File: src/rtl/rc4_prga_decrypt.sv
// RC4 pseudo-random generation stage of the decrypt path.
// Walks the scrambled s_RAM, swapping entries to produce one keystream byte
// per message byte, XORs it with the encrypted ROM and writes the plaintext
// into the decrypted RAM. result_ok reports whether every plaintext byte is
// a lowercase letter or a space.
// All memories have a one-cycle registered read, so every read state holds
// its address for two cycles and captures q in the second one.
module rc4_prga_decrypt #(
  parameter int MSG_LEN = 32,
  parameter int ADDR_W  = 5
) (
  input  logic              clock,
  input  logic              reset,
  input  logic              start,
  output logic              finish,
  output logic              result_ok,
  output logic [7:0]        s_address,
  output logic [7:0]        s_data,
  output logic              s_wren,
  input  logic [7:0]        s_q,
  output logic [ADDR_W-1:0] rom_address,
  input  logic [7:0]        rom_q,
  output logic [ADDR_W-1:0] d_address,
  output logic [7:0]        d_data,
  output logic              d_wren
);

  localparam logic [ADDR_W:0] LAST_K = (ADDR_W+1)'(MSG_LEN);

  typedef enum logic [3:0] {
    IDLE,
    INIT,
    CHECK,
    INC_I,
    READ_SI_1,
    READ_SI_2,
    CALC_J,
    READ_SJ_1,
    READ_SJ_2,
    WRITE_SI,
    WRITE_SJ,
    READ_F_1,
    READ_F_2,
    WRITE_D,
    DONE
  } state_t;

  // Plaintext acceptance test: lowercase ASCII letter or space.
  function automatic logic is_text(input logic [7:0] b);
    return (b == 8'h20) || ((b >= 8'h61) && (b <= 8'h7a));
  endfunction

  state_t          state;
  state_t          state_next;
  logic [7:0]      i;
  logic [7:0]      j;
  logic [7:0]      si;
  logic [7:0]      sj;
  logic [7:0]      f;
  logic [ADDR_W:0] k;
  logic [7:0]      f_addr;
  logic [7:0]      dec_byte;

  // Keystream index wraps mod 256 with the byte adder.
  assign f_addr   = si + sj;
  assign dec_byte = f ^ rom_q;

  // State register.
  always_ff @(posedge clock) begin
    if (reset) begin
      state <= IDLE;
    end else begin
      state <= state_next;
    end
  end

  // Algorithm registers: indices, captured s_RAM values, byte counter, verdict.
  always_ff @(posedge clock) begin
    if (reset) begin
      i         <= 8'h00;
      j         <= 8'h00;
      si        <= 8'h00;
      sj        <= 8'h00;
      f         <= 8'h00;
      k         <= '0;
      result_ok <= 1'b0;
    end else begin
      case (state)
        INIT: begin
          i         <= 8'h00;
          j         <= 8'h00;
          k         <= '0;
          result_ok <= 1'b1;
        end
        INC_I:     i  <= i + 8'h01;
        READ_SI_2: si <= s_q;
        CALC_J:    j  <= j + si;
        READ_SJ_2: sj <= s_q;
        READ_F_2:  f  <= s_q;
        WRITE_D: begin
          k <= k + 1'b1;
          if (!is_text(dec_byte)) begin
            result_ok <= 1'b0;
          end
        end
        default: ;
      endcase
    end
  end

  // Next-state and memory-port decode; idle ports park on i and k.
  always_comb begin
    state_next  = state;
    finish      = 1'b0;
    s_wren      = 1'b0;
    d_wren      = 1'b0;
    s_address   = i;
    s_data      = 8'h00;
    rom_address = k[ADDR_W-1:0];
    d_address   = k[ADDR_W-1:0];
    d_data      = 8'h00;
    case (state)
      IDLE:      if (start) state_next = INIT;
      INIT:      state_next = CHECK;
      CHECK:     state_next = (k == LAST_K) ? DONE : INC_I;
      INC_I:     state_next = READ_SI_1;
      READ_SI_1: begin
        s_address  = i;
        state_next = READ_SI_2;
      end
      READ_SI_2: begin
        s_address  = i;
        state_next = CALC_J;
      end
      CALC_J:    state_next = READ_SJ_1;
      READ_SJ_1: begin
        s_address  = j;
        state_next = READ_SJ_2;
      end
      READ_SJ_2: begin
        s_address  = j;
        state_next = WRITE_SI;
      end
      WRITE_SI: begin
        s_address  = i;
        s_data     = sj;
        s_wren     = 1'b1;
        state_next = WRITE_SJ;
      end
      WRITE_SJ: begin
        s_address  = j;
        s_data     = si;
        s_wren     = 1'b1;
        state_next = READ_F_1;
      end
      READ_F_1: begin
        s_address   = f_addr;
        rom_address = k[ADDR_W-1:0];
        state_next  = READ_F_2;
      end
      READ_F_2: begin
        s_address   = f_addr;
        rom_address = k[ADDR_W-1:0];
        state_next  = WRITE_D;
      end
      WRITE_D: begin
        d_address  = k[ADDR_W-1:0];
        d_data     = dec_byte;
        d_wren     = 1'b1;
        state_next = CHECK;
      end
      DONE: begin
        finish     = 1'b1;
        state_next = IDLE;
      end
      default:   state_next = IDLE;
    endcase
  end

endmodule
File: config.mk
export PLATFORM = sky130hd
export DESIGN_NAME = rc4_prga_decrypt
export DESIGN_NICKNAME = d
export VERILOG_FILES = /design/src/rtl/rc4_prga_decrypt.sv
export SDC_FILE = /design/constraint.sdc
export NUM_CORES = 1
export LEC_CHECK = 0
export CAP_MARGIN = 20
export CORE_MARGIN = 3
export CORE_UTILIZATION = 48
export DETAILED_ROUTE_END_ITERATION = 8
export GPL_TIMING_DRIVEN = 1
export HOLD_SLACK_MARGIN = 0.05
export PLACE_DENSITY = 0.77
export RECOVER_POWER = 25
export SKIP_LAST_GASP = 1
export SLEW_MARGIN = 20
export SYNTH_ARGS = -nofsm -noshare
export SYNTH_HDL_FRONTEND = slang
export SYNTH_SLANG_ARGS = --single-unit
File: constraint.sdc
create_clock -name clock -period 1.69 [get_ports clock]
set_input_delay 0.169 -clock clock [delete_from_list [all_inputs] [get_ports clock]]
set_output_delay 0.169 -clock clock [all_outputs]
set_load 0.03 [all_outputs]
==> results.txt <==
The highest metal layer carrying signal wires in the routed design is met4. The via count of the first global-routing pass came out at 3321. In the synthesized netlist, the cells that appear most often are 58 x sky130_fd_sc_hd__nand2_1, 51 x sky130_fd_sc_hd__dfxtp_1, 48 x sky130_fd_sc_hd__nor2_1. Setup violations remaining at the end of the flow were counted as 61. The sequential share of power is roughly 50%. The clock drives between 50 and 60 sinks. The post-synthesis register bit count came out at 51. At the worst endpoint, the required time is 1.52 ns. Headroom to the max-slew limit came out at between 60 and 70%. The total power density per cell area came out at roughly 500 nW/um^2. The overall global routing resource usage came out at a little over a quarter.

The path type of the worst min-delay path is reg -> reg. The aggregate global routing overflow is 0. The post-route netlist has 41.0% of its cells at a drive strength greater than 1. The effective utilization at floorplan came out at around 50%. The launching point of the worst reg2reg path is si[4].

The fraction of post-synthesis cell area in the top cell type by area is about a third. In the synthesized netlist the async set-or-reset flop fraction comes to 0%. The minimum period implied by the final worst setup slack is 2.52 ns. The final worst setup slack came out at -0.832 ns. The via density per instance came out at around 6.2. Yosys mapped a number of flops with a built-in enable equal to 0. Ranked by total cell area, the synthesized netlist is headed by sky130_fd_sc_hd__dfxtp_1 32%, sky130_fd_sc_hd__a21oi_1 6.9%, sky130_fd_sc_hd__nand2_1 6.9%.

For this run, the leading register cell type out of synthesis is sky130_fd_sc_hd__dfxtp_1. The detailed-route DRC error count came out at 0. The placement row count came out at 29. The final count of pins violating max slew came out at 0. The synthesized area per cell came out at 7.95 sq um. The top-level port count came out at 57. In this run the most critical hold path is launched from f[7]. The standard cell core area is ~6400 sq um. In this run, post-CTS hold repair placed 0 buffers. The most frequently used cell type in the post-synthesis netlist is sky130_fd_sc_hd__nand2_1. The number of antenna cells inserted came out at 0. The sum of met2 wire segment lengths after detailed routing is ~5.7 mm.

Along the worst hold path, the cell count comes to 2. The number of antenna violations at the first check in global routing came out at 0. Setup slack on the worst reg-to-reg path comes out at -0.36 ns. The final wirelength is 11.7 mm. The count of input and output buffers came out at 56. For this run, the detailed router's first-pass iteration total came to 5. The routed wire length on met3 came out at 872 um. On the worst path, the slowest cell contributes a delay of about 0.36 ns. The netlist area before placement came out at 3180 sq um. The leakage power total came out at approximately 2.0 nW. The later pin in the worst-skew pair is clocked with a latency of 0.31 ns. Summed over all nets, the switching power comes to 0.000717 W. The overall die width is 87.4 um. The height of the die came out at between 80 and 90 um. The final non-filler cell total is roughly 590. The net count after synthesis is ~440. The number of fill cells in the layout is around 370. Combinational cells account for between 15 and 20% of the total power. Clock tree synthesis inserted a total of 5 buffers. On the final layout, the worst clock skew is 0.00455 ns.

The number of cells on the worst reg-to-reg path is 6. The worst path arrival time came out at 2.35 ns. TritonCTS built the clock tree. The clock transition at the registers of the reported paths came out at around 0.10 ns. The routed length per placed instance is 19.7 um.

The number of synthesis warnings came out at 0. The worst hold path terminates at f[7]. Setup repair after global routing could not meet its margin everywhere. Of the total power, the share spent switching nets is about 29%. The critical path depth is 8. The overall via count from detail_route is between 3000 and 4000.

The internal power contribution is between 0.0015 and 0.002 W. In this design, the largest share of critical-path delay is due to compound AO/OA/AOI/OAI gates. The checks that failed: setup timing. The flow ran to the end, but the final reports show violations. The total number of H-tree levels came out at 2. Counting distinct cell types in the post-synthesis netlist gives 54. The clock tree buffer depth is 2. The slew at the pin closest to its max-slew limit came out at about 0.49 ns. The area of the die came out at between 7000 and 8000 sq um. The count of nets left with antenna violations once routing finished came out at 0. Relative to the synthesized area, the layout overhead comes to 57.5%.

The maximum frequency from static timing analysis came out at 397 MHz. The number of placed cells counting well taps came out at 566. The count of final hold-check violations came out at 0. The slowest stage of the critical path belongs to the cell sky130_fd_sc_hd__fa_2. The sum of routed wire segments on met1 is 4.57 mm. The final worst hold slack came out at approximately 0.48 ns. The largest area contributor in the netlist is sky130_fd_sc_hd__dfxtp_1. The maximum resistive drop on vdd is between 0.4 and 0.5 mV. The final clock period utilization by the worst path is 149%. The weighted congestion at the end of routability-driven global placement is roughly 0.83. The number of standard cells after synthesis is 400. The worst setup path is captured at an output port. The total half-perimeter wirelength after legalization and detailed placement is about 6.7 mm. The part of the power in the clock network came out at between 30% and 40%. The end of the worst register-to-register path is j[7]. The count of buffering cells on the critical path with inverters included is 1. The final-stage net count is 554.

Max-cap violations in this run came to 0. The worst setup path is launched from a flop. The maximum fanout encountered on the critical timing path is 2. The signal on the critical path passes through ha_4 -> fa_2 -> a211oi_2 -> o21bai_1 -> a21oi_1 -> xor2_1 -> o21ai_2 -> buf_4. The number of DRC violations after detailed-routing iteration 0 came out at ~310. In this run the clock root is driven by a sky130_fd_sc_hd__clkbuf_8. Entering global routing, the biggest net connects 27 pins. The sequential cell area fraction in the yosys report came out at ~32%. The worst setup path is of the reg -> out kind. The first-pass GRT wire length came out at approximately 16 mm.
## cells in the final DEF (no fill, tap or decap), types with 4 or more instances in the layout
master	synthesis	routed
sky130_fd_sc_hd__ha_1	17	11
sky130_fd_sc_hd__a21o_1	4	4
sky130_fd_sc_hd__buf_4	11	58
sky130_fd_sc_hd__xnor2_1	14	12
sky130_fd_sc_hd__dfxtp_2	0	6
sky130_fd_sc_hd__nand4b_1	4	4
sky130_fd_sc_hd__a21oi_2	0	4
sky130_fd_sc_hd__nand4_1	6	6
sky130_fd_sc_hd__o21ai_2	1	5
sky130_fd_sc_hd__dfxtp_1	51	41
sky130_fd_sc_hd__nor2_4	0	13
sky130_fd_sc_hd__o21ai_0	15	10
sky130_fd_sc_hd__clkdlybuf4s50_1	0	26
sky130_fd_sc_hd__xor2_1	10	8
sky130_fd_sc_hd__nor2_1	48	26
sky130_fd_sc_hd__clkbuf_8	0	7
sky130_fd_sc_hd__dfxtp_4	0	4
sky130_fd_sc_hd__nand2_1	58	57
sky130_fd_sc_hd__a21oi_1	44	40
sky130_fd_sc_hd__nand3_1	9	7
sky130_fd_sc_hd__nor2_2	0	9
sky130_fd_sc_hd__a22oi_1	19	8
sky130_fd_sc_hd__ha_4	0	5
sky130_fd_sc_hd__inv_1	7	5
sky130_fd_sc_hd__buf_12	0	4
sky130_fd_sc_hd__a22oi_2	0	11
sky130_fd_sc_hd__buf_6	0	38
## metal layers
| layer | GRT usage, % | vias up |
|---|---|---|
| li1 | - | 1640 |
| met1 | 32.7 | 1783 |
| met2 | 45.5 | 217 |
| met3 | 3.97 | 59 |
| met4 | 7.95 | 0 |
| met5 | 0 | - |
## worst min-delay path: cells and delay by family (launching register included)
kind	cells	cell delay, ns
AO/OA/AOI/OAI	1	0.05
flip-flops	1	0.33
AND/OR/NAND/NOR	1	0.05
## power groups by stage
stage,logic (W),registers [W],clock network (W)
2_1_floorplan,0.000168,0.00127,0
3_3_place_gp,0.000324,0.00127,0
3_5_place_dp,0.000331,0.00127,0
4_1_cts,0.000403,0.00124,0.000804
5_1_grt,0.000475,0.00124,0.000858
6_report,0.000452,0.00124,0.000817
## worst max path at each step
stage | from | to
2_1_floorplan | si[0] | s_address[6]
3_3_place_gp | sj[0] | s_address[6]
3_5_place_dp | sj[0] | s_address[6]
4_1_cts | si[0] | s_address[6]
5_1_grt | si[0] | s_address[6]
6_report | si[0] | s_address[6]
## per-stage QoR
stage	utilization (%)	worst slack (ns)	instance area [sq um]	TNS, ns	total power (W)
2_1_floorplan	-	-0.146	3280	-0.218	0.00143
3_3_place_gp	65.6	-0.247	4190	-2.07	0.00159
3_5_place_dp	65.6	-0.276	4190	-2.52	0.00160
4_1_cts	73.9	-0.594	4720	-4.01	0.00245
5_1_grt	78.4	-0.918	5010	-16.72	0.00258
6_report	78.4	-0.832	5010	-11.57	0.00251
## cell type report
type / count / area, sq um / area share (%)
multi-input combinational: 315 / 2440 / 48.7
timing repair buffer: 134 / 1280 / 25.7
clock inverter: 1 / 7.51 / 0.150
clock buffer: 7 / 96.3 / 1.92
inverter: 9 / 38.8 / 0.775
tap: 77 / 96.3 / 1.92
sequential: 51 / 1040 / 20.8
## cells by family after synthesis
family / Yosys count / share of synthesized area [%]
AND/OR/NAND/NOR: 157 / 23.7
AO/OA/AOI/OAI: 110 / 22.4
flip-flops: 51 / 32.1
buffers and inverters: 34 / 5.51
XOR/XNOR: 24 / 6.61
adder cells (fa/ha/maj): 19 / 7.95
multiplexers: 5 / 1.69
## flip-flops by register name, summed over array words and instances, names as in the netlist
name	flops
state	4
f	8
k	6
j	8
i	8
sj	8
result_ok	1
si	8
## repair_timing
item	4_1_cts	5_1_grt
gates cloned	2	1
endpoints found under the setup margin	35	54
pin swaps	29	35
buffers inserted	15	6
resized for setup	72	70
(Power assumes the default switching activity.)
